## config.mk

```make
export PLATFORM = sky130hd
export DESIGN_NAME = butterfly_pipe
export DESIGN_NICKNAME = d
export VERILOG_FILES = /design/src/rtl/butterfly_pipe.sv
export SDC_FILE = /design/constraint.sdc
export NUM_CORES = 2
export LEC_CHECK = 0
export CAP_MARGIN = 20
export CORE_MARGIN = 3
export CORE_UTILIZATION = 45
export CTS_CLUSTER_SIZE = 30
export DETAILED_ROUTE_END_ITERATION = 10
export HOLD_SLACK_MARGIN = 0.12
export SYNTH_ARGS = -nofsm -noshare
export SYNTH_HDL_FRONTEND = slang
export SYNTH_SLANG_ARGS = --single-unit
```

## constraint.sdc

```tcl
create_clock -name clk -period 47.6 [get_ports clk]
set_input_delay 14.28 -clock clk [delete_from_list [all_inputs] [get_ports clk]]
set_output_delay 14.28 -clock clk [all_outputs]
set_load 0.05 [all_outputs]
```

## src/rtl/butterfly_pipe.sv

```systemverilog
// Pipelined NTT butterfly and modular ALU over Z_Q.
// Mode rides with each beat; one global stall enable moves every stage.
module butterfly_pipe #(
  parameter int W          = 24,
  parameter int Q          = 8380417,
  parameter int MUL_STAGES = 2
) (
  input  logic         clk,
  input  logic         rst_n,
  input  logic         in_valid,
  output logic         in_ready,
  input  logic [2:0]   in_mode,
  input  logic [W-1:0] in_a,
  input  logic [W-1:0] in_b,
  input  logic [W-1:0] in_zeta,
  output logic         out_valid,
  input  logic         out_ready,
  output logic [W-1:0] out_a,
  output logic [W-1:0] out_b,
  output logic [2:0]   out_mode,
  output logic         err,
  input  logic         err_clr
);
  localparam int M = MUL_STAGES;
  localparam logic [W-1:0] QV = W'(Q);
  localparam logic [W-1:0] HQ = W'((Q + 1) / 2);
  localparam logic [2:0] M_FWD = 3'd0;
  localparam logic [2:0] M_INV = 3'd1;
  localparam logic [2:0] M_MAC = 3'd2;
  localparam logic [2:0] M_ADD = 3'd3;
  localparam logic [2:0] M_SUB = 3'd4;

  typedef struct packed {
    logic [2:0]   mode;
    logic [W-1:0] a;
    logic [W-1:0] b;
    logic [W-1:0] z;
  } s1_t;

  typedef struct packed {
    logic [2:0]   mode;
    logic [W-1:0] a;
    logic [W-1:0] b;
    logic [W-1:0] r;
  } car_t;

  function automatic logic [W-1:0] add_q(
    input logic [W-1:0] x,
    input logic [W-1:0] y
  );
    logic [W:0] s;
    s = {1'b0, x} + {1'b0, y};
    if (s >= {1'b0, QV}) s = s - {1'b0, QV};
    return s[W-1:0];
  endfunction

  function automatic logic [W-1:0] sub_q(
    input logic [W-1:0] x,
    input logic [W-1:0] y
  );
    logic [W:0] d;
    d = {1'b0, x} - {1'b0, y};
    if (d[W]) d = d + {1'b0, QV};
    return d[W-1:0];
  endfunction

  // Multiply by 2^-1: odd values borrow (Q+1)/2.
  function automatic logic [W-1:0] half_q(input logic [W-1:0] x);
    return x[0] ? (x >> 1) + HQ : x >> 1;
  endfunction

  logic         adv;
  logic         acc;
  logic         bad;
  logic         v1;
  logic         v2;
  logic         vo;
  logic [M-1:0] mv;

  s1_t          s1;
  car_t         s2;
  car_t         mc [M];
  logic [W-1:0] pre_x;
  logic [W-1:0] pre_y;
  logic [W-1:0] pre_r;
  logic [W-1:0] x2;
  logic [W-1:0] y2;
  logic [2*W-1:0] mp [M];
  logic [W-1:0] red;
  car_t         c;
  logic [W-1:0] oa;
  logic [W-1:0] ob;

  assign adv       = out_ready || !out_valid;
  assign in_ready  = adv;
  assign out_valid = vo;
  assign acc       = in_valid && adv;
  assign bad       = acc && (in_mode > M_SUB || in_a >= QV ||
                             in_b >= QV || in_zeta >= QV);

  always_ff @(posedge clk or negedge rst_n) begin
    if (!rst_n) begin
      v1 <= 1'b0;
      v2 <= 1'b0;
      mv <= '0;
      vo <= 1'b0;
    end else if (adv) begin
      v1    <= in_valid;
      v2    <= v1;
      mv[0] <= v2;
      for (int i = 1; i < M; i++) mv[i] <= mv[i-1];
      vo    <= mv[M-1];
    end
  end

  always_ff @(posedge clk or negedge rst_n) begin
    if (!rst_n)       err <= 1'b0;
    else if (bad)     err <= 1'b1;
    else if (err_clr) err <= 1'b0;
  end

  always_comb begin
    pre_x = s1.b;
    pre_y = s1.z;
    pre_r = s1.b;
    unique case (1'b1)
      s1.mode == M_INV: begin
        pre_x = sub_q(s1.a, s1.b);
        pre_y = QV - s1.z;
        pre_r = half_q(add_q(s1.a, s1.b));
      end
      s1.mode == M_ADD: pre_r = add_q(s1.b, s1.z);
      s1.mode == M_SUB: pre_r = sub_q(s1.b, s1.z);
      default: ;
    endcase
  end

  always_ff @(posedge clk) begin
    if (adv) begin
      s1    <= '{in_mode, in_a, in_b, in_zeta};
      s2    <= '{s1.mode, s1.a, s1.b, pre_r};
      x2    <= pre_x;
      y2    <= pre_y;
      mp[0] <= {{W{1'b0}}, x2} * {{W{1'b0}}, y2};
      mc[0] <= s2;
      for (int i = 1; i < M; i++) begin
        mp[i] <= mp[i-1];
        mc[i] <= mc[i-1];
      end
    end
  end

  assign red = W'(mp[M-1] % {{W{1'b0}}, QV});
  assign c   = mc[M-1];

  always_comb begin
    oa = c.a;
    ob = c.b;
    unique case (1'b1)
      c.mode == M_FWD: begin
        oa = add_q(c.a, red);
        ob = sub_q(c.a, red);
      end
      c.mode == M_INV: begin
        oa = c.r;
        ob = half_q(red);
      end
      c.mode == M_MAC: ob = add_q(red, c.a);
      c.mode == M_ADD || c.mode == M_SUB: ob = c.r;
      default: ;
    endcase
  end

  // Output data only moves on real beats so it reads 0 until the first one.
  always_ff @(posedge clk or negedge rst_n) begin
    if (!rst_n) begin
      out_a    <= '0;
      out_b    <= '0;
      out_mode <= '0;
    end else if (adv && mv[M-1]) begin
      out_a    <= oa;
      out_b    <= ob;
      out_mode <= c.mode;
    end
  end
endmodule

```

# After elaboration in Yosys (flattened, before gate mapping)
# Memory sizes are Yosys's and may differ from the RTL's.
# Index checks and enable logic that the tools add are counted.
# totals
regBits	255
mem_bits_rw	246
in_bits	80
mem_count	2
# classes
addsub	15
mul	1
n_div	1
n_lt_le_gt_ge	7
eq_ne	7
n_mux	18
n_reduce_logical	11
# memory_table
memory	depth	word_bits	rd	rd_ports_with_merged_regs	write_ports	line_no	text
mc	2	75	2	0	2	82	car_t mc [M];
mp	2	48	2	0	2	88	logic [2*W-1:0] mp [M];
# ops
cell	count
two-way mux 24 bit	11
case mux 24 bit (4 select lines)	1
adder 24 x 24 -> 25 bit	3
>= comparator 25 x 23 -> 1 bit (second input constant)	3
subtractor 24 x 24 -> 25 bit	3
adder 24 x 23 -> 24 bit (second input constant)	3
>= comparator 24 x 23 -> 1 bit (second input constant)	3
case mux 24 bit (3 select lines)	1
subtractor 24 x 23 -> 24 bit (second input constant)	3
adder 23 x 22 -> 24 bit (second input constant)	2
remainder unit 48 x 23 -> 48 bit (second input constant)	1
multiplier 24 x 24 -> 48 bit	1
case mux 24 bit (2 select lines)	1
subtractor 23 x 24 -> 24 bit (first input constant)	1
== test 3 x 2 -> 1 bit (second input constant)	3
== test 3 x 1 -> 1 bit (second input constant)	2
== test 3 bit (second input constant)	2
logical OR 1 bit	5
two-way mux 1 bit	4
> comparator 3 bit (second input constant)	1
logical AND 1 bit	3
zero test 3 bit	1
nonzero test 2 bit	1
zero test 1 bit	1

# Logic depth before layout (Yosys ltp)
# logic_depth
depth_word	7
ltp_mapped	162
ltp_nobuf	130

# Worst setup path after synthesis
# OpenSTA, ideal clock, no wires.
# synth_path
path_type	input port to output port
start	input port out_ready
end	output port in_ready
arrival_ns	26.919
required_ns	33.320
path_slack_ns	6.401
cell_stages	2
path_cell_list	nand2b_1 > clkbuf_1
# synth_between
elab_chain_cells	1
# synth_lines
item	line_no	text
from (decl)	17	input logic out_ready,
logical OR 1 bit	94	assign adv = out_ready || !out_valid;
to (decl)	11	output logic in_ready,
# Every way passes these cells.

==> results.toml <==
[yosys]
synth-seq-cells = 501
synth_area_um2 = 67500
yosys.area_share.simple_pct = 22.2
synth_flop_cell = "edfxtp_1"
muxShareOfSynthArea_pct = 0.957
ys_warn_count = 0
yosys.area_share.adder_pct = 20.9
synth_cells = 7807
synth-edff-count = 444
synth_compound_area_share_pct = 18.2
synth.yosys.seq_area_share_pct = 21.9
syn-num-nets = 8707
syn_avg_cell_area_um2 = 8.64
ys_types = 157
synth_xor_area_share_pct = 9.44
synth_top_family_by_area = "simple AND/OR/NAND/NOR gates"
synth-async-reset-ratio_pct = 11.4

[route]
finalWirelength_um = 241000
dr.first_iter.drc_count = 4904
num_vias = 60000
drcViolationCount = 0
drt_first_pass_iters = 7
vias_per_cell = 6.09
ant_nets = 0
routedWlPerCell_um = 24.5

[critical_path]
reg2reg_to = "out_b[6]"
reg2reg_from = "mp[0][74]"
cpLargestDelayFamily = "compound AO/OA/AOI/OAI gates"
critical_path_class = "reg2reg"
crit_required_ns = 48.13
cp_num_buf_inv = 3
cp_max_fo = 19
reg2reg_depth = 131
worstSetupStartpointType = "flip-flop"
end_kind = "flip-flop"
critPathArrivalTime_ns = 45.38
r2r_setup_slack_ns = 2.76
slowest_stage = "nor4_1"
crit_path_max_incr_delay_ns = 0.79
cp_common_cell = "nand4_1"

[place]
pre_cts_slack_ns = 1.13
dp.cells = 9740
dp_hpwl_um = 192000
portBuffers = 133
gp_congestion = 0.981

[global_routing]
grt_pass1_vias = 58900
grt_pass1_wl_um = 363000
grt_antenna_before_repair = 12
grt_max_degree = 83
grt_usage_pct = 30.6
grt_overflow_total = 0

[sta]
setup_violations = 0
fin_tns_setup_ns = 0
min_period_ns = 44.84
finClkSkew_ns = 0.0530
finalMaxSlewViolations = 0
rsz0062_at_grt = "no"
clock.fmax_mhz = 22.3
post-route-period-util_pct = 94.2
max-slew-margin-rel_pct = 14.1
worst-slew-pin-transition_ns = 1.28
setup_ws_ns = 2.76
hold_viol = 0

[floorplan]
die_w_um = 393
die_h_um = 393
core.rowCount = 141
fp.coreArea_um2 = 148000
start_util_pct = 45.5
num_io_pins = 134
die_area_um2 = 155000

[clock_network]
cts_sinks = 501
clk_pin_slew_ns = 0.06
clk_path_buf_depth = 3
clk_latency_ns = 0.67
cts_tree = "yes"
root_buffer = "clkbuf_16"
cts_buffers = 54
hold_buffers = 0
cts_max_level = 2

[min_path]
min_to = "mc[0][4]"
holdPathStages = 0
worstHoldPathType = "reg2reg"
hold_start = "s2[4]"

[outcome]
outcome = "finished, final reports clean"

[final_layout]
register_area_um2 = 14800
stdcell_count = 9861
post-route-util_pct = 49.1
drive_above_1_share_pct = 6.36
multi_input_area_um2 = 48600
area_delta_synth_final_pct = 7.98
fill_cells = 14300
finalNetCount = 8711

[run]
drv_cap = 0
-- what timing repair did --
action,4_1_cts,5_1_grt
setup endpoints to repair,0,48
hold endpoints to repair,0,0
gates resized for setup,0,32
setup buffers,0,12
-- final cells by class --
type,count,share of cell area (%)
antenna,3,0.0103
clock buffer,64,1.91
clock inverter,37,0.689
inverter,768,3.96
multi-input combinational,6240,66.8
sequential,501,20.3
tap,2002,3.44
timing repair buffer,246,2.99
-- worst max path at each step --
| stage | startpoint | endpoint | slack (ns) | cells past startpoint |
|---|---|---|---|---|
| detailed placement | mp[0][89] | out_b[6] | 1.13 | 133 |
| finish | mp[0][74] | out_b[6] | 2.76 | 131 |
| global placement | mp[0][89] | out_b[6] | 1.33 | 132 |
| CTS | mp[0][89] | out_b[6] | 0.80 | 132 |
| global route | mp[0][89] | out_b[6] | 0.03 | 134 |
| floorplan | out_ready | in_ready | 6.40 | 2 |
-- state kept, by name (all words and copies together), names as in the netlist, 24 cells and up --
register  cells
x2           24
mp           96
y2           24
mc          150
s2           75
out_a        24
out_b        24
s1           75
-- cell usage after synthesis (42+ instances only) --
master / number / share of area (%)
a31oi_1: 76 / 0.70
a21o_1: 48 / 0.53
or3_1: 106 / 0.98
or2_2: 44 / 0.41
a211oi_1: 43 / 0.48
buf_2: 58 / 0.43
nor2_1: 577 / 3.2
o31ai_1: 64 / 0.71
o211ai_1: 53 / 0.59
ha_1: 334 / 6.2
edfxtp_1: 444 / 20
fa_1: 486 / 14
and2_1: 278 / 2.6
nor3_1: 209 / 1.6
o21ai_0: 199 / 1.5
nand2_1: 865 / 4.8
a21oi_1: 390 / 2.9
xnor2_1: 520 / 6.8
and3_1: 90 / 0.83
inv_1: 761 / 4.2
nor4_1: 103 / 0.96
nand3_1: 212 / 1.6
o21bai_1: 122 / 1.4
dfrtp_1: 57 / 2.1
clkbuf_1: 176 / 0.98
nand2b_1: 53 / 0.49
o21ai_1: 80 / 0.59
o21a_1: 42 / 0.47
xor2_1: 185 / 2.4
nand4_1: 102 / 0.95
-- placed cells by master, fill, tap and decap left out, drive strengths merged, types with 217 or more instances in the layout --
master | Yosys | routed
xnor2 | 525 | 525
nor3 | 224 | 224
edfxtp | 444 | 444
a21oi | 399 | 399
o21ai | 284 | 284
nand3 | 217 | 217
and2 | 280 | 280
fa | 486 | 486
ha | 334 | 334
inv | 762 | 769
nor2 | 583 | 583
nand2 | 868 | 868
-- layer usage --
metal	wire [µm]	up-vias	GRT usage, %
li1	-	27700	-
met1	99300	29500	39.5
met2	116000	2368	52.2
met3	15300	488	3.53
met4	11200	4	12.5
met5	23	-	0
-- worst register-to-register path, delay by kind of cell, from the launching register on --
kind            cells  cell delay [ns]
simple gates       48            17.27
flops               1             0.53
compound gates     68            23.14
fa+ha+maj           3             0.70
mux                 2             0.42
buf+inv             3             0.48
xor+xnor            7             2.23
-- metrics by stage --
stage,hold WS (ns),area [µm²]
after global placement,0.401,70600
after CTS,0.376,72500
after floorplan,0.400,67500
after detailed placement,0.405,70600
final,0.384,72800
after global routing,0.398,72800
-- logic make-up after synthesis --
| logic type | count (synthesis) |
|---|---|
| adders and majority gates | 838 |
| AOI/OAI and AO/OA | 1695 |
| xor gates and xnor gates | 716 |
| buffers and inverters | 1067 |
| DFF | 501 |
| muxes | 60 |
| and+or+nand+nor | 2930 |
Power is left out: the tool's default activity adds up to more than one toggle a clock period on the data nets, which glitch-free logic cannot reach.
